### src/rtl/cnn_mac_pkg.sv
// Shared constants, FSM state type and width helper for the Booth MAC sequencer.
package cnn_mac_pkg;

  localparam int OPER_W = 8;
  localparam int PROD_W = 2 * OPER_W;
  localparam int IDX_W  = 4;

  typedef enum logic [1:0] {
    ST_IDLE  = 2'd0,
    ST_MUL   = 2'd1,
    ST_DRAIN = 2'd2,
    ST_HOLD  = 2'd3
  } state_t;

  // Smallest accumulator that holds TAPS full-scale products without wrap.
  function automatic int min_acc_w(input int taps);
    return PROD_W + $clog2(taps);
  endfunction

endpackage

### src/rtl/booth_multiplier.sv
// Combinational radix-2 Booth multiplier: one add/subtract substep per multiplier bit.
module booth_multiplier
  import cnn_mac_pkg::*;
(
  input  logic signed [OPER_W-1:0] i_multiplier,
  input  logic signed [OPER_W-1:0] i_multiplicand,
  output logic signed [PROD_W-1:0] o_product
);

  logic signed [PROD_W-1:0] w_mcand_ext;

  assign w_mcand_ext = {{(PROD_W-OPER_W){i_multiplicand[OPER_W-1]}}, i_multiplicand};

  always_comb begin : booth_steps
    logic signed [PROD_W-1:0] sum;
    logic                     prev;
    // NOTE: combinational logic uses blocking '=' so each substep sees the previous partial sum.
    sum  = '0;
    prev = 1'b0;
    for (int i = 0; i < OPER_W; i++) begin
      case ({i_multiplier[i], prev})
        2'b01:   sum = sum + (w_mcand_ext <<< i);
        2'b10:   sum = sum - (w_mcand_ext <<< i);
        default: ;
      endcase
      prev = i_multiplier[i];
    end
    o_product = sum;
  end

endmodule

### src/rtl/booth_mac_sequencer.sv
// Steps one shared Booth multiplier through a TAPS-long signed dot product and
// returns the wrapped sum over a valid/ready handshake.
module booth_mac_sequencer
  import cnn_mac_pkg::*;
#(
  parameter int TAPS  = 9,
  parameter int ACC_W = 20
) (
  input  logic                     clk,
  input  logic                     reset,
  input  logic                     i_start,
  input  logic [TAPS*OPER_W-1:0]   i_pixels,
  input  logic [TAPS*OPER_W-1:0]   i_weights,
  output logic                     o_busy,
  output logic                     o_result_valid,
  input  logic                     i_result_ready,
  output logic [ACC_W-1:0]         o_result
);

  if (ACC_W < min_acc_w(TAPS)) begin : g_acc_w_too_narrow
    $error("booth_mac_sequencer: ACC_W too narrow for TAPS");
  end

  localparam logic [IDX_W-1:0] LAST_IDX = IDX_W'(TAPS - 1);

  state_t                   r_state;
  state_t                   w_next_state;
  logic [IDX_W-1:0]         r_idx;
  logic signed [OPER_W-1:0] r_pix [TAPS];
  logic signed [OPER_W-1:0] r_wgt [TAPS];
  logic signed [PROD_W-1:0] w_prod;
  logic signed [PROD_W-1:0] r_prod_q;
  logic                     r_prod_v;
  logic [ACC_W-1:0]         r_acc;
  logic [ACC_W-1:0]         r_result;
  logic [ACC_W-1:0]         w_acc_sum;
  logic                     w_accept;

  assign w_accept  = (r_state == ST_IDLE) && i_start;
  assign w_acc_sum = r_acc + {{(ACC_W-PROD_W){r_prod_q[PROD_W-1]}}, r_prod_q};

  booth_multiplier u_booth (
    .i_multiplier   (r_pix[r_idx]),
    .i_multiplicand (r_wgt[r_idx]),
    .o_product      (w_prod)
  );

  // NOTE: sequential state uses non-blocking '<=' so every register samples pre-edge values.
  always_ff @(posedge clk) begin
    if (reset) r_state <= ST_IDLE;
    else       r_state <= w_next_state;
  end

  always_comb begin
    // NOTE: default first so no path leaves w_next_state unassigned (no latch).
    w_next_state = r_state;
    case (r_state)
      ST_IDLE:  if (i_start) w_next_state = ST_MUL;
      ST_MUL:   if (r_idx == LAST_IDX) w_next_state = ST_DRAIN;
      ST_DRAIN: w_next_state = ST_HOLD;
      ST_HOLD:  if (i_result_ready) w_next_state = ST_IDLE;
      default:  w_next_state = ST_IDLE;
    endcase
  end

  // NOTE: operand storage is a plain memory with no reset; it is always reloaded on acceptance.
  always_ff @(posedge clk) begin
    if (w_accept) begin
      for (int k = 0; k < TAPS; k++) begin
        r_pix[k] <= i_pixels[k*OPER_W +: OPER_W];
        r_wgt[k] <= i_weights[k*OPER_W +: OPER_W];
      end
    end
  end

  // The product register lags the index by one cycle, so DRAIN folds in the final tap.
  always_ff @(posedge clk) begin
    if (reset) begin
      r_idx    <= '0;
      r_acc    <= '0;
      r_prod_q <= '0;
      r_prod_v <= 1'b0;
      r_result <= '0;
    end else begin
      case (r_state)
        ST_IDLE: begin
          if (i_start) begin
            r_idx    <= '0;
            r_acc    <= '0;
            r_prod_v <= 1'b0;
          end
        end
        ST_MUL: begin
          r_prod_q <= w_prod;
          r_prod_v <= 1'b1;
          if (r_prod_v) r_acc <= w_acc_sum;
          r_idx <= r_idx + IDX_W'(1);
        end
        ST_DRAIN: begin
          r_acc    <= w_acc_sum;
          r_result <= w_acc_sum;
          r_prod_v <= 1'b0;
        end
        default: ;
      endcase
    end
  end

  assign o_busy         = (r_state != ST_IDLE);
  assign o_result_valid = (r_state == ST_HOLD);
  assign o_result       = r_result;

endmodule

### config.mk
export PLATFORM = sky130hd
export DESIGN_NAME = booth_mac_sequencer
export DESIGN_NICKNAME = d
export VERILOG_FILES = /design/src/rtl/cnn_mac_pkg.sv /design/src/rtl/booth_multiplier.sv /design/src/rtl/booth_mac_sequencer.sv
export SDC_FILE = /design/constraint.sdc
export NUM_CORES = 1
export LEC_CHECK = 0
export ABC_AREA = 1
export CAP_MARGIN = 40
export CORE_AREA = 3 3 211 130
export DETAILED_ROUTE_END_ITERATION = 8
export DIE_AREA = 0 0 214 133
export PLACE_DENSITY_LB_ADDON = 0.25
export SYNTH_ARGS = -nofsm -noshare
export SYNTH_HDL_FRONTEND = slang
export SYNTH_HIERARCHICAL = 1
export SYNTH_SLANG_ARGS = --single-unit
### constraint.sdc
create_clock -name clk -period 12.66 [get_ports clk]
set_clock_uncertainty 0.15 [all_clocks]
set_input_delay 1.899 -clock clk [delete_from_list [all_inputs] [get_ports clk]]
set_output_delay 1.899 -clock clk [all_outputs]
set_load 0.05 [all_outputs]
# Word level (Yosys, flattened, before mapping)
# Memories as Yosys holds them, arrays and structs flattened. A register that Yosys moved wholly into a read port is not among the register bits.
# Index checks and enable logic that the tools add are counted.
# Widths: inputs -> output; s select.
# totals
output_inout_bits	22
input_bits	148
ramBits	144
regBits	63
memories	2
# classes
reduce_logical	9
mux	25
addsub	17
n_eq_ne	22
# memory_table
name	depth	word_bits	read_ports	rd_clocked_by_memory_dff	wr	line	source
r_pix	9	8	1	1	9	booth_mac_sequencer.sv:29	logic signed [OPER_W-1:0] r_pix [TAPS];
r_wgt	9	8	1	1	9	booth_mac_sequencer.sv:30	logic signed [OPER_W-1:0] r_wgt [TAPS];
# op_table
cell	n
$pmux 16 s2	7
$pmux 20 s3	1
$mux 20	2
$add 20x20->20	1
$mux 4	5
$eq 2x2->1 const B	9
$add 16x10->16	1
$add 16x11->16	1
$add 16x12->16	1
$add 16x13->16	1
$add 16x14->16	1
$add 16x15->16	1
$add 16x9->16	1
$eq 2x1->1 const B	8
$mux 16	1
$sub 16x10->16	1
$sub 16x11->16	1
$sub 16x12->16	1
$sub 16x13->16	1
$sub 16x14->16	1
$sub 16x15->16	1
$sub 16x9->16	1
$sub 1x8->9 const A	1
$pmux 2 s4	1
14 further kinds	23

# Longest topological paths before layout
# Gate-level depths: netlist of the first run.
# logic_depth
depth_word	16
mapped_depth	80

# By module
# The synthesis of the first run kept the hierarchy.
# by_module_without_submodules
module	area_per_inst_um2	instances	cells_each	seq_area_each_um2
booth_mac_sequencer	9395.3	1	937	5665.4
booth_multiplier	5450.2	1	936	0.0

# Worst setup path before layout of the first run
# Ideal clock, no wire load.
# synth_timing
path_type	register to register
start	register (tool-made name)
end	register r_prod_q[15]
path_stages_with_launch	75
required_time_ps	12394
path_slack_ps	2476
synth_period_minus_slack_ps	10184
t_arrival_ps	9918
n_path_buf	3
path_cell_list	dfxtp_1 -> buf_2 -> buf_4 -> buf_2 -> a21oi_1 -> o21ai_0 -> o211ai_1 -> nand3_1 -> nand2_1 -> inv_2 -> ha_1 -> inv_1 -> o21ai_0 -> inv_1 -> ha_1 -> inv_1 -> nor2_1 -> nand3_1 -> (+39 left out) -> ha_1 -> inv_1 -> nor2_1 -> nor2_1 -> inv_1 -> a21oi_1 -> nand2_1 -> nand2_1 -> nor2_1 -> xor2_1 -> xor2_1 -> xor2_1 -> inv_1 -> nand4_1 -> nand2_1 -> inv_1 -> nor2_1 -> nor2_1
# synth_lines
item	line	source
to (signal assigned)	booth_mac_sequencer.sv:94	r_prod_q <= w_prod;
to (decl)	booth_mac_sequencer.sv:32	logic signed [PROD_W-1:0] r_prod_q;

==> results of run 1 <==
[layout make-up]
type / instances / area (µm²) / area share (%)
antenna: 2 / 5.00 / 0.0286
clock buffer: 25 / 541 / 3.09
clock inverter: 12 / 103 / 0.586
inverter: 248 / 945 / 5.39
multi-input combinational: 1351 / 7910 / 45.2
sequential: 211 / 5670 / 32.4
tap: 352 / 440 / 2.52
timing repair buffer: 190 / 1900 / 10.9
[critical path: cells and delay by family (launching register included)]
kind	cells	cell delay, ns
adder cells (fa/ha/maj)	10	3.30
AND/OR/NAND/NOR	26	3.14
AO/OA/AOI/OAI	14	2.59
buffers and inverters	15	1.45
XOR/XNOR	3	0.49
flip-flops	1	0.38
[per-layer routing]
metal / global-route usage (%) / share of wire, % / routed length (µm)
met5: 0 / 0 / 0
met1: 44.1 / 48 / 19900
met4: 7.21 / 2.3 / 965
met2: 39.8 / 39 / 16200
met3: 5.71 / 10 / 4100
[sequential cells by signal, summed over array words and instances, names as in the netlist, named ones only]
register,cells
r_pix,72
r_wgt,72
o_result,20
r_acc,20
r_prod_q,16
r_idx,4
r_state,2
r_prod_v,1
[logic make-up after synthesis]
group                    share of synthesized area [%]
flip-flops                                        38.2
multiplexers                                      2.83
XOR/XNOR                                          2.83
buffers and inverters                             8.71
AND/OR/NAND/NOR                                   22.8
adder cells (fa/ha/maj)                           9.59
AO/OA/AOI/OAI                                     15.1
[synthesized netlist by cell type (all sizes together), types with 4 or more instances]
cell / n / share of area (%)
nand2: 426 / 12
edfxtp: 144 / 29
o21ai: 190 / 6.7
or2: 8 / 0.34
xnor2: 12 / 0.71
nand3: 115 / 4.8
o31ai: 8 / 0.40
a211oi: 4 / 0.20
mux2i: 42 / 2.8
a21oi: 144 / 5.1
xor2: 36 / 2.1
nand4: 5 / 0.31
nor3: 8 / 0.27
fa: 8 / 1.1
nor2: 178 / 4.8
nand3b: 4 / 0.20
ha: 101 / 8.5
buf: 29 / 1.3
o21bai: 10 / 0.51
o211ai: 32 / 1.6
and2: 9 / 0.38
inv: 245 / 6.2
clkbuf: 34 / 1.0
dfxtp: 67 / 9.0
[final timing paths]
check                 endpoint  slack, ns  depth (start not counted)
setup / recovery  r_prod_q[15]       1.06                         68
hold / removal       r_acc[15]       0.32                          2
setup reg to reg  r_prod_q[15]       1.06                         68
hold reg to reg      r_acc[15]       0.32                          2
[repair_timing]
action,4_1_cts,5_1_grt
buffers inserted,0,5
gates resized for setup,0,10
endpoints found under the setup margin,0,1
[per-stage QoR]
step | cells | area (µm²) | setup WS, ns | util (%) | setup TNS, ns
2_1_floorplan | 1873 | 14800 | 2.48 | - | 0
3_3_place_gp | 2344 | 16700 | 1.05 | 65.9 | 0
3_5_place_dp | 2347 | 16800 | 0.720 | 66.1 | 0
4_1_cts | 2384 | 17400 | 0.647 | 68.6 | 0
5_1_grt | 2390 | 17500 | -0.00274 | 69.0 | -0.00274
6_report | 2391 | 17500 | 1.06 | 69.0 | 0
==> impl_metrics.toml, run 1 <==
[route]
antenna_left = 0
vias = 13400
wl_per_cell_um = 17.2
drtPass1Iterations = 6
drt-initial-drc-count = 1420
vias_per_cell = 5.59
postRouteWirelength_um = 41200
drc = 0

[synthesis]
synthFlopType = "edfxtp_1"
synthArstFlopShare_pct = 0
synth_edf_count = 144
ys_seq_elements = 211
ys_types = 52
ys_warn_count = 6
yosysSeqAreaShare_pct = 38.2
synthesis.area_um2 = 14800
syn_area_per_cell_um2 = 7.93
syn-num-nets = 2130
syn_inst = 1873

[place]
io_buffers = 169
gp_congestion = 0.965
place_hpwl_um = 32400

[die]
die_h_um = 133
ios = 170
std_cell_rows = 45
dieArea_um2 = 28500
initial_core_util_pct = 58.5
die_w_um = 214
coreArea_um2 = 25400

[setup_path]
cp_slowest_cell = "fa_1"
crit_required_ns = 12.90
endpoint_kind = "flop"
worst_ep_arrival_time_ns = 11.85
slowest_delay_ns = 0.55
path_class = "flop to flop"
path_max_fanout = 12
cp_common_cell = "inv_1"
crit_path_start_kind = "flop"

[clock_network]
numCtsBuffers = 21
cts_max_path_buffers = 3
clockRootBuffer = "clkbuf_16"
cts_hold_buf = 0
clk_transition_reported_paths_ns = 0.06
insertion_delay_ns = 0.52
clkSinkCount = 211
cts_tree = "done"
htreeDepth = 1

[global_routing]
grt_overflow = 0
grt_antenna_before_repair = 1
grt_pass1_vias = 12400
grt_max_degree = 73
grt_usage_pct = 28.3
grt_pass1_wl_um = 65200

[timing]
whs_ns = 0.321
setup_viol = 0
fmax_mhz = 86.2
worst_slew_pin_slew_ns = 0.904
max_slew_margin_pct = 39.7
min_period_over_period_pct = 91.7
hold_viol_final = 0
period_needed_ns = 11.60
slew_violations = 0

[finish]
mostFrequentLayoutCells = "nand2_1, inv_1, clkdlybuf4s50_1"
drive_above_1_share_pct = 8.79
final_common_cell = "nand2_1"
nFillCells = 2012
syn_to_final_growth_pct = 18.0
fin_nets = 2280

[job]
cap_violations = 0

[status]
status = "finished, final reports clean"

[worst_hold_path]
hold_path.class = "flop to flop"
hp-start = "r_acc[15]"
Power of run 1 is left out: the tool's default activity adds up to more than one toggle a clock period on the data nets, which glitch-free logic cannot reach.
==> run 2, diff against run 1 <==
CORE_AREA = 3 3 208 128   (was 3 3 211 130)
DIE_AREA = 0 0 211 131   (was 0 0 214 133)
DONT_BUFFER_PORTS = 1   (was unset)
==> run 2 against run 1 <==
  * First-iteration DRC count increased by 4.4%
  * Worst hold slack got worse by 0.010 ns
  * Count of clock-buffer cells in the layout increased by 3
  * Flip-flop and latch count unchanged
  * Core utilization decreased by 6.1 points
  * Fmax decreased by 2.1%
  * Die area decreased by 2.9%
  * Sequential share of layout area increased by 3.6 points
  * Final area decreased by 10%
  * Non-clock buffer count decreased by 174
  * Critical endpoint unchanged
  * Register-to-register slack got worse by 0.25 ns
  * Global-route usage decreased by 0.38 points
==> impl_metrics.toml, run 2 (synthesis results as in run 1) <==
[clock_network]
htreeDepth = 1
cts_max_path_buffers = 3
numCtsBuffers = 20
clk_transition_reported_paths_ns = 0.06
clkSinkCount = 211
cts_tree = "done"
insertion_delay_ns = 0.52
clockRootBuffer = "clkbuf_16"
cts_hold_buf = 0

[timing]
whs_ns = 0.310
min_period_over_period_pct = 93.6
max_slew_margin_pct = 51.1
slew_violations = 0
setup_ws_ns = 0.804
hold_viol_final = 0
period_needed_ns = 11.86
worst_slew_pin_slew_ns = 0.729
finalSetupTns_ns = 0
setup_viol = 0
fmax_mhz = 84.3

[finish]
drive_above_1_share_pct = 9.40
top_regs = "r_pix (72), r_wgt (72)"
syn_to_final_growth_pct = 6.08
mostFrequentLayoutCells = "nand2_1, inv_1, nor2_1"
final_common_cell = "nand2_1"
fin_nets = 2106

[global_routing]
grt_antenna_before_repair = 3
grt_pass1_wl_um = 61300
grt_pass1_vias = 11400
grt_max_degree = 58
grt_usage_pct = 28.0
grt_overflow = 0

[worst_hold_path]
hold_path_depth = 2
hp-start = "r_acc[5]"
worstHoldEndpoint = "r_acc[5]"
hold_path.class = "flop to flop"

[die]
initial_core_util_pct = 59.3
std_cell_rows = 45
dieArea_um2 = 27600
ios = 170
die_w_um = 211
die_h_um = 131
coreArea_um2 = 25100

[route]
antenna_left = 0
vias = 12600
wl_per_cell_um = 18.1
vias_per_cell = 5.75
postRouteWirelength_um = 39700
drtPass1Iterations = 8
drc = 0
drt-initial-drc-count = 1483

[setup_path]
slowest_delay_ns = 0.56
cp_common_cell = "inv_1"
crit_required_ns = 12.91
r2r_cells = 66
cp_slowest_cell = "fa_1"
path_class = "flop to flop"
r2r_end = "r_prod_q[15]"
endpoint_kind = "flop"
path_max_fanout = 9
worst_ep_arrival_time_ns = 12.10
r2r_slack_ns = 0.80
crit_path_start_kind = "flop"

[place]
io_buffers = 0
place_hpwl_um = 30800
pre_cts_ws_ns = 0.707
gp_congestion = 1.02

[status]
status = "finished, final reports clean"

[job]
cap_violations = 0
[run 2: area by class of cell]
cell class | instances | area, µm²
inverters | 248 | 948
clock buffers | 28 | 531
flip-flops and latches | 211 | 5670
well taps | 329 | 412
multi-input cells | 1351 | 7920
repair buffers | 16 | 171
clock inverters | 6 | 83.8
diodes | 2 | 5.00
repair inverters | 1 | 5.00
fillers | 2124 | 9310
[run 2: how the worst max path moves through the flow]
stage | from | to | slack [ns] | depth (start not counted)
2_1_floorplan | flop | r_prod_q[15] | 2.48 | 74
6_report | flop | r_prod_q[15] | 0.80 | 66
4_1_cts | flop | r_prod_q[15] | 0.66 | 70
3_3_place_gp | flop | r_prod_q[15] | 0.84 | 63
3_5_place_dp | flop | r_prod_q[15] | 0.71 | 70
5_1_grt | flop | r_prod_q[15] | -0.03 | 73
[run 2: layer usage]
layer | wire, µm | up-vias | share of wire (%) | global-route usage (%)
li1 | - | 6210 | - | -
met1 | 19100 | 5813 | 48 | 43.5
met2 | 15900 | 533 | 40 | 40.2
met3 | 4170 | 44 | 11 | 6.44
met4 | 500 | 2 | 1.3 | 4.72
met5 | 13 | - | 0.033 | 0
[run 2: stage by stage]
step                      instances  utilization (%)  instance area (µm²)
after global routing           2192             62.9                15700
after detailed placement       2151             60.0                15000
after global placement         2148             59.8                15000
final                          2192             62.9                15700
after CTS                      2185             62.4                15600
after floorplan                1873                -                14800
[run 2: worst max-delay path, delay by kind of cell, from the launching register on]
kind / cells / cell delay, ns
AOI/OAI and AO/OA: 13 / 2.85
xor gates and xnor gates: 4 / 0.63
adders and majority gates: 10 / 3.48
buffers and inverters: 15 / 1.45
DFF: 1 / 0.45
and+or+nand+nor: 24 / 2.69
[run 2: repair_timing]
action / 4_1_cts / 5_1_grt
setup endpoints to repair: 0 / 1
buffers inserted: 0 / 4
resized for setup: 0 / 19
Power of run 2 is left out for the same reason.
